**src/rtl/fp_pkg.sv**
```systemverilog
// fp_pkg: shared floating-point class codes
// and small helpers used by FP datapath blocks.
package fp_pkg;

   typedef logic [2:0] fp_cls_t;

   localparam fp_cls_t CLS_ZERO    = 3'b000;
   localparam fp_cls_t CLS_SUBNORM = 3'b001;
   localparam fp_cls_t CLS_NORMAL  = 3'b011;
   localparam fp_cls_t CLS_INF     = 3'b100;
   localparam fp_cls_t CLS_QNAN    = 3'b110;
   localparam fp_cls_t CLS_SNAN    = 3'b111;

   // sticky flag bit positions: {nan, inf, sub, zero}
   localparam int FLG_ZERO = 0;
   localparam int FLG_SUB  = 1;
   localparam int FLG_INF  = 2;
   localparam int FLG_NAN  = 3;

   function automatic logic [3:0] cls_flag(input fp_cls_t c);
      logic [3:0] f;
      f = 4'b0000;
      case (c)
         CLS_ZERO:    f[FLG_ZERO] = 1'b1;
         CLS_SUBNORM: f[FLG_SUB]  = 1'b1;
         CLS_INF:     f[FLG_INF]  = 1'b1;
         CLS_QNAN:    f[FLG_NAN]  = 1'b1;
         CLS_SNAN:    f[FLG_NAN]  = 1'b1;
         default:     f = 4'b0000;
      endcase
      return f;
   endfunction

endpackage

```
**src/rtl/fp_class_decode.sv**
```systemverilog
// fp_class_decode: pre-decoded exponent/mantissa
// field flags to a class code. Purely combinational.
module fp_class_decode
   import fp_pkg::*;
(
   input  logic    exp_zero,
   input  logic    exp_ones,
   input  logic    man_zero,
   input  logic    man_msb,
   output fp_cls_t cls
);

   // one-hot field patterns; anything else is a normal number
   always_comb begin
      cls = CLS_NORMAL;
      unique case (1'b1)
         (exp_zero && man_zero):
            cls = CLS_ZERO;
         (exp_zero && !man_zero):
            cls = CLS_SUBNORM;
         (exp_ones && man_zero):
            cls = CLS_INF;
         (exp_ones && !man_zero && man_msb):
            cls = CLS_QNAN;
         (exp_ones && !man_zero && !man_msb):
            cls = CLS_SNAN;
         default:
            cls = CLS_NORMAL;
      endcase
   end

endmodule

```
**src/rtl/fp_class_pipe.sv**
```systemverilog
// fp_class_pipe: two-stage valid/ready classifier
// with sticky class flags and a saturating NaN counter.
module fp_class_pipe
   import fp_pkg::*;
#(
   parameter int EXP_W = 8,
   parameter int MAN_W = 23,
   parameter int CNT_W = 16,
   localparam int W = 1 + EXP_W + MAN_W
) (
   input  logic             clk,
   input  logic             rst_n,
   input  logic             in_valid,
   output logic             in_ready,
   input  logic [W-1:0]     in_data,
   output logic             out_valid,
   input  logic             out_ready,
   output logic [W-1:0]     out_data,
   output logic [2:0]       out_class,
   output logic             out_sign,
   output logic [3:0]       flags,
   output logic [CNT_W-1:0] nan_cnt,
   input  logic             flags_clr
);

   localparam logic [CNT_W-1:0] CNT_MAX = '1;

   logic             s1_valid_q, s1_valid_d;
   logic [W-1:0]     s1_data_q, s1_data_d;
   logic             s1_ez_q, s1_ez_d;
   logic             s1_eo_q, s1_eo_d;
   logic             s1_mz_q, s1_mz_d;
   logic             s1_mm_q, s1_mm_d;

   logic             s2_valid_q, s2_valid_d;
   logic [W-1:0]     s2_data_q, s2_data_d;
   fp_cls_t          s2_cls_q, s2_cls_d;
   logic             s2_sign_q, s2_sign_d;

   logic [3:0]       flags_q, flags_d;
   logic [CNT_W-1:0] nan_cnt_q, nan_cnt_d;

   logic             s2_ready, s1_ready;
   logic             s1_load, s2_load, s2_adv;
   fp_cls_t          dec_cls;

   logic [EXP_W-1:0] in_exp;
   logic [MAN_W-1:0] in_man;

   assign in_exp = in_data[MAN_W +: EXP_W];
   assign in_man = in_data[MAN_W-1:0];

   fp_class_decode u_dec (
      .exp_zero (s1_ez_q),
      .exp_ones (s1_eo_q),
      .man_zero (s1_mz_q),
      .man_msb  (s1_mm_q),
      .cls      (dec_cls)
   );

   // handshake: each stage frees up when empty or draining
   always_comb begin
      s2_adv   = s2_valid_q && out_ready;
      s2_ready = !s2_valid_q || out_ready;
      s1_ready = !s1_valid_q || s2_ready;
      s1_load  = in_valid && s1_ready;
      s2_load  = s1_valid_q && s2_ready;
   end

   assign in_ready  = s1_ready;
   assign out_valid = s2_valid_q;
   assign out_data  = s2_data_q;
   assign out_class = s2_cls_q;
   assign out_sign  = s2_sign_q;
   assign flags     = flags_q;
   assign nan_cnt   = nan_cnt_q;

   // next-state for valids and stage payloads
   always_comb begin
      s1_valid_d = s1_valid_q;
      s1_data_d  = s1_data_q;
      s1_ez_d    = s1_ez_q;
      s1_eo_d    = s1_eo_q;
      s1_mz_d    = s1_mz_q;
      s1_mm_d    = s1_mm_q;
      s2_valid_d = s2_valid_q;
      s2_data_d  = s2_data_q;
      s2_cls_d   = s2_cls_q;
      s2_sign_d  = s2_sign_q;
      if (s1_load) begin
         s1_valid_d = 1'b1;
         s1_data_d  = in_data;
         s1_ez_d    = (in_exp == '0);
         s1_eo_d    = (in_exp == '1);
         s1_mz_d    = (in_man == '0);
         s1_mm_d    = in_man[MAN_W-1];
      end else if (s2_load) begin
         s1_valid_d = 1'b0;
      end
      if (s2_load) begin
         s2_valid_d = 1'b1;
         s2_data_d  = s1_data_q;
         s2_cls_d   = dec_cls;
         s2_sign_d  = s1_data_q[W-1];
      end else if (s2_adv) begin
         s2_valid_d = 1'b0;
      end
   end

   // sticky flags and NaN count, recorded on delivery
   always_comb begin
      logic [3:0]       f_base;
      logic [CNT_W-1:0] c_base;
      logic [3:0]       f_new;
      f_base = flags_clr ? 4'b0000 : flags_q;
      c_base = flags_clr ? '0 : nan_cnt_q;
      f_new  = s2_adv ? cls_flag(s2_cls_q) : 4'b0000;
      flags_d   = f_base | f_new;
      nan_cnt_d = c_base;
      if (f_new[FLG_NAN] && (c_base != CNT_MAX)) begin
         nan_cnt_d = c_base + CNT_W'(1);
      end
   end

   // control state: valids, flags, counter
   always_ff @(posedge clk or negedge rst_n) begin
      if (!rst_n) begin
         s1_valid_q <= 1'b0;
         s2_valid_q <= 1'b0;
         flags_q    <= 4'b0000;
         nan_cnt_q  <= '0;
      end else begin
         s1_valid_q <= s1_valid_d;
         s2_valid_q <= s2_valid_d;
         flags_q    <= flags_d;
         nan_cnt_q  <= nan_cnt_d;
      end
   end

   // payload registers carry no reset
   always_ff @(posedge clk) begin
      s1_data_q <= s1_data_d;
      s1_ez_q   <= s1_ez_d;
      s1_eo_q   <= s1_eo_d;
      s1_mz_q   <= s1_mz_d;
      s1_mm_q   <= s1_mm_d;
      s2_data_q <= s2_data_d;
      s2_cls_q  <= s2_cls_d;
      s2_sign_q <= s2_sign_d;
   end

endmodule
```
**config.mk**
```make
export PLATFORM = sky130hd
export DESIGN_NAME = fp_class_pipe
export DESIGN_NICKNAME = d
export VERILOG_FILES = /design/src/rtl/fp_pkg.sv /design/src/rtl/fp_class_decode.sv /design/src/rtl/fp_class_pipe.sv
export SDC_FILE = /design/constraint.sdc
export NUM_CORES = 1
export LEC_CHECK = 0
export ABC_AREA = 1
export CORE_MARGIN = 5
export CORE_UTILIZATION = 30
export CTS_CLUSTER_DIAMETER = 150
export DETAILED_ROUTE_END_ITERATION = 6
export HOLD_SLACK_MARGIN = 0.03
export PLACE_DENSITY_LB_ADDON = 0.3
export SKIP_CTS_REPAIR_TIMING = 1
export SLEW_MARGIN = 20
export SYNTH_ARGS = -nofsm -noshare
export SYNTH_HDL_FRONTEND = slang
export SYNTH_SLANG_ARGS = --single-unit
```
**constraint.sdc**
```tcl
create_clock -name clk -period 4.3 [get_ports clk]
set_input_delay 1.075 -clock clk [delete_from_list [all_inputs] [get_ports clk]]
set_output_delay 1.075 -clock clk [all_outputs]
set_load 0.02 [all_outputs]
```
Yosys cells after proc, flatten, opt, wreduce, memory -nomap -nowiden
Index checks and enable logic that the tools add are counted.
W data, S select, Z words.
Word-level totals
  register bits after elaboration: 94
  input port bits: 37
  output and inout bits: 58
  word-level logic and storage cells: 55
Operators by class
  add/sub/neg operators: 1
  equal/unequal tests: 6
  muxes and demuxes: 13
  bitwise operators: 1
  reduce and logical (&&, ||, !) cells: 22
Operators with widths (number)
  $mux W16: 2
  $logic_not A23 Y1: 1
  $add A16 B1 Y16 const B: 1
  $ne A16 B16 Y1 const B: 1
  $pmux W3 S5: 1
  $logic_and A1 B1 Y1: 10
  $eq A3 B3 Y1 const B: 3
  $eq A8 B8 Y1 const B: 1
  $logic_not A8 Y1: 1
  $mux W1: 8
  $mux W4: 2
  $logic_not A1 Y1: 4
  $or A4 B4 Y4: 1
  $reduce_bool A2 Y1: 2
  $eq A3 B1 Y1 const B: 1
  $logic_not A3 Y1: 1
  $logic_or A1 B1 Y1: 2
  $reduce_or A2 Y1: 1

Depth between registers and ports, before layout
  depth in word-level cells: 6
  gate-level depth with buffers: 10
  depth with buffers taken out: 9

By module
Synthesis repeated with hierarchy kept, for this count alone.
Second synthesis, totals
  cells, all modules: 292
  area, all modules: 3612.2 um^2
Modules (own cells, without submodules)
  fp_class_pipe: times used 1, cells each 283, area an instance 3575.9 um^2, sequential area each 2652.5 um^2
  fp_class_decode: times used 1, cells each 9, area an instance 36.3 um^2, sequential area each 0.0 um^2

Worst setup path after synthesis
OpenSTA, ideal clock, no wires.
  path kind: input to register
  start point: in out_ready
  end point: reg s2_cls_q[0], in the netlist out_class[0], enable pin
  library setup time: 0.439 ns
  data arrival time: 2.846 ns
  data required time: 3.861 ns
  slack: 1.015 ns
  stages: 2
  path buffers: 0
  cell sequence: inv_1 -> a21oi_1
On the way
  longest elaborated chain between the ends: 2
Ends and longest elaborated chain
  start: declaration: line fp_class_pipe.sv:17  | input logic out_ready,
  $logic_or A1 B1 Y1: line fp_class_pipe.sv:64  | s2_ready = !s2_valid_q || out_ready;
  $logic_and A1 B1 Y1: line fp_class_pipe.sv:67  | s2_load = s1_valid_q && s2_ready;
  net s2_load: line fp_class_pipe.sv:44  | logic s1_load, s2_load, s2_adv;
  end signal: assignment: line fp_class_pipe.sv:148  | s2_cls_q <= s2_cls_d;
  end: declaration: line fp_class_pipe.sv:37  | fp_cls_t s2_cls_q, s2_cls_d;
The timed path passes the listed nets, and every way through them passes these cells.
A chain may end at the register's enable or synchronous reset.

Worst setup path in the final report
  start point: in out_ready
  end point: out in_ready
On the way
  longest elaborated chain between the ends: 2
Ends and longest elaborated chain
  $logic_or A1 B1 Y1: line fp_class_pipe.sv:64
  $logic_or A1 B1 Y1: line fp_class_pipe.sv:65  | s1_ready = !s1_valid_q || s2_ready;
  end: declaration: line fp_class_pipe.sv:14  | output logic in_ready,
No other way between the ends.

==> metrics.md <==
| Metric | Value |
|---|---|
| Root Buffer | clkbuf_16 |
| Finish-stage setup viols | 0 |
| Sw frac | 0.230 |
| Worst EP arrival | 2.43 ns |
| Die area | 0.0148 sq mm |
| Site row count | 40 |
| Layout cells sized above 1 | 0.0951 |
| Unrepaired setup endpoints after global routing | false |
| Actual slew at the worst max-slew pin | roughly 0.60 ns |
| Vias per cell | 4.36 |
| Critical Path Start Type | primary input |
| CP max FO | 3 |
| Worst setup margin | 0.799 ns |
| Routability Congestion | 0.876 |
| Switching power | ~0.0005 W |
| DR vias | 2519 |
| # Max-Cap Violations | 0 |
| Drt first pass iters | 4 |
| Seq/Total Area, Yosys | 0.708 |
| GRT Total Usage | 0.118 |
| Skew final | about 0.0037 ns |
| Post-DP HPWL | 6.05 mm |
| Required @ worst endpoint | 3.22 ns |
| Largest net degree at the start of global routing | 36 |
| Critical path's most frequent cell | clkdlybuf4s50_1 |
| Synth cell types | 30 |
| Mapped Nets | around 340 |
| Io pins | 95 |
| Mapped cell area | 0.00375 sq mm |
| Hold_sp | s1_data_q[11] |
| Hold Worst Slack | approximately 0.42 ns |
| Final non-filler cell area | ~0.0052 sq mm |
| Flop pwr share | 0.495 |
| Cell family with most CP delay | buffers and inverters |
| Chip Width | 122 microns |
| Post-Syn Instances | 305 |
| Slew margin rel. | 0.597 |
| Area grow syn2layout | 38.2% |
| Part of the power in combinational logic | 0.111 |
| CTS Buf Count | 9 |
| Depth of the worst register-to-register path | 6 |
| IR drop worst, VDD | roughly 250 uV |
| CTS Buffer Depth | 2 |
| Worst hold endpoint | out_data[11] |
| Fill cells | 1150 |
| Max frequency | 286 MHz |
| Flops & latches, synth | 92 |
| PD cells | 414 mW/mm^2 |
| DRT Wirelength | 8.14 mm |
| Area post-placement | 0.00486 sq mm |
| Worst path cell trace | clkdlybuf4s50_1, inv_1, nand3_1, clkdlybuf4s50_1 |
| Initial DRC count | between 200 and 250 |
| Number of H-tree levels | 3 |
| Final Slew Violations | 0 |
| Final Hold Viols | 0 |
| Clock network power share | 0.394 |
| Synthesized area per cell | 12.3 sq um |
| Clock transition at path regs | 0.07 ns |
| Initial antenna violation count | 0 |
| Setup crit end kind | primary output |
| Crit-path slowest cell | clkdlybuf4s50_1 |
| Initial core utilization | 0.310 |
| Vias in the first global route | 2666 |
| M3 GR Usage | 0.0664 |
| R2r setup slk | 2.53 ns |
| Min cycle time layout | 3.50 ns |
| Ys Warns | 0 |
| Die Y | 122 microns |
| Final ANT Viol Nets | 0 |
| M2 GR Usage | 0.191 |
| Buf/Inv on CP | 3 |
| Final period util | 0.814 |
| Critical Path Start | out_ready |
| DRC | 0 |
| Pre-CTS setup slack | 0.798 ns |
| Core area | 0.0121 sq mm |
| First-pass GRT wire length | 13.3 mm |
| Antenna diodes | 0 |
| Met1 usage | 0.127 |
| Largest stage delay, worst path | approximately 0.64 ns |
| Worst reg2reg startpoint | out_valid |
| PortBufs | 94 |
| Final nets | 442 |
| GRT busiest layer | met2 |
| RR Endpoint | nan_cnt[6] |
| HP Class | register to register |
| Wirelength per Cell | 14.1 microns |
| Hold path depth | 0 |
| Outcome | finished, final reports clean |
| Internal Power | 0.00165 W |
| CTS sink cnt | 92 |
| WS Path Type | primary input to primary output |
| Static leakage | 2.00 nW |
| Clock latency on the worst-skew pair | 0.34 ns |
| Setup TNS Final | 0 ns |
| CTS tree | built |
| GRT Residual Overflow | 0 |
## metrics by stage
stage | power [W] | std cells | util
global placement | 0.00132 | 562 | 0.402
CTS | 0.00218 | 578 | 0.428
detailed placement | 0.00133 | 562 | 0.402
global route | 0.00224 | 578 | 0.428
finish | 0.00215 | 578 | 0.428
floorplan | 0.00118 | 305 | -
## power groups by stage
stage               sequential (W)  combinational (W)  clock [W]
floorplan                  0.00113          0.0000560          0
global placement           0.00108           0.000242          0
detailed placement         0.00108           0.000245          0
CTS                        0.00106           0.000246   0.000871
global route               0.00107           0.000257   0.000909
finish                     0.00106           0.000239   0.000846
## layout by cell type, fill, tap and decap left out, types with 2 or more instances in the layout
cell and n:
buf_4 2, clkbuf_16 9, nor3_1 5, o31ai_1 2, inv_1 27, clkinv_2 2, nand3_4 3, nand3_2 3
bufinv_16 2, inv_6 2, nand2_1 84, o21ai_0 3, xor2_1 4, nor4_1 6, nor2_1 25, nand3_1 16
nand4_1 9, xnor2_1 3, dfrtp_1 22, nor2_2 5, nor2_4 2, edfxtp_1 70, clkdlybuf4s50_1 93
## routing by layer
metal,up-vias,wire (microns)
met3,16,882
met5,-,0
li1,1239,-
met2,93,3920
met4,0,228
met1,1171,3100
## cell families after synthesis
| group | Yosys count | synth area share |
|---|---|---|
| xor+xnor | 7 | 0.0164 |
| compound gates | 8 | 0.0160 |
| flops | 92 | 0.708 |
| simple gates | 163 | 0.212 |
| buf+inv | 35 | 0.0477 |
## worst max-delay path by stage
stage / to / slack, ns / cells past startpoint
2_1_floorplan: out_class[0] / 1.01 / 2
6_report: in_ready / 0.80 / 4
4_1_cts: in_ready / 0.80 / 4
3_5_place_dp: in_ready / 0.80 / 4
5_1_grt: in_ready / 0.73 / 4
3_3_place_gp: in_ready / 0.83 / 4
## flip-flops by register name (all words and copies together) (netlist names)
signal	flops
out_data	32
s1_data_q	32
nan_cnt	16
flags	4
out_class	3
out_valid	1
s1_eo_q	1
s1_ez_q	1
s1_mz_q	1
s1_valid_q	1
## cells in the mapped netlist (all sizes together)
library cell	instances	area [sq um]
dfrtp	22	551
buf	6	57.6
a21oi	1	5.00
nand2	86	333
nand3	22	163
o221ai	1	8.76
inv	28	118
edfxtp	70	2100
nand3b	1	7.51
xor2	4	35.0
or2	1	6.26
o31ai	2	15.0
xnor2	3	26.3
nor3	5	25.0
nor4	6	37.5
nand4	9	56.3
clkbuf	1	3.75
nor2	33	168
o21ai	4	31.3
## final cells by class
cell class	instances	area [sq um]	share of cell area
Clock buffer	9	225	0.0435
Clock inverter	7	96.3	0.0186
Inverter	28	118	0.0227
Multi-Input combinational cell	178	928	0.179
Sequential cell	92	2650	0.512
Tap cell	168	210	0.0406
Timing Repair Buffer	96	951	0.184
No activity file was read; power rests on OpenSTA's default activity.
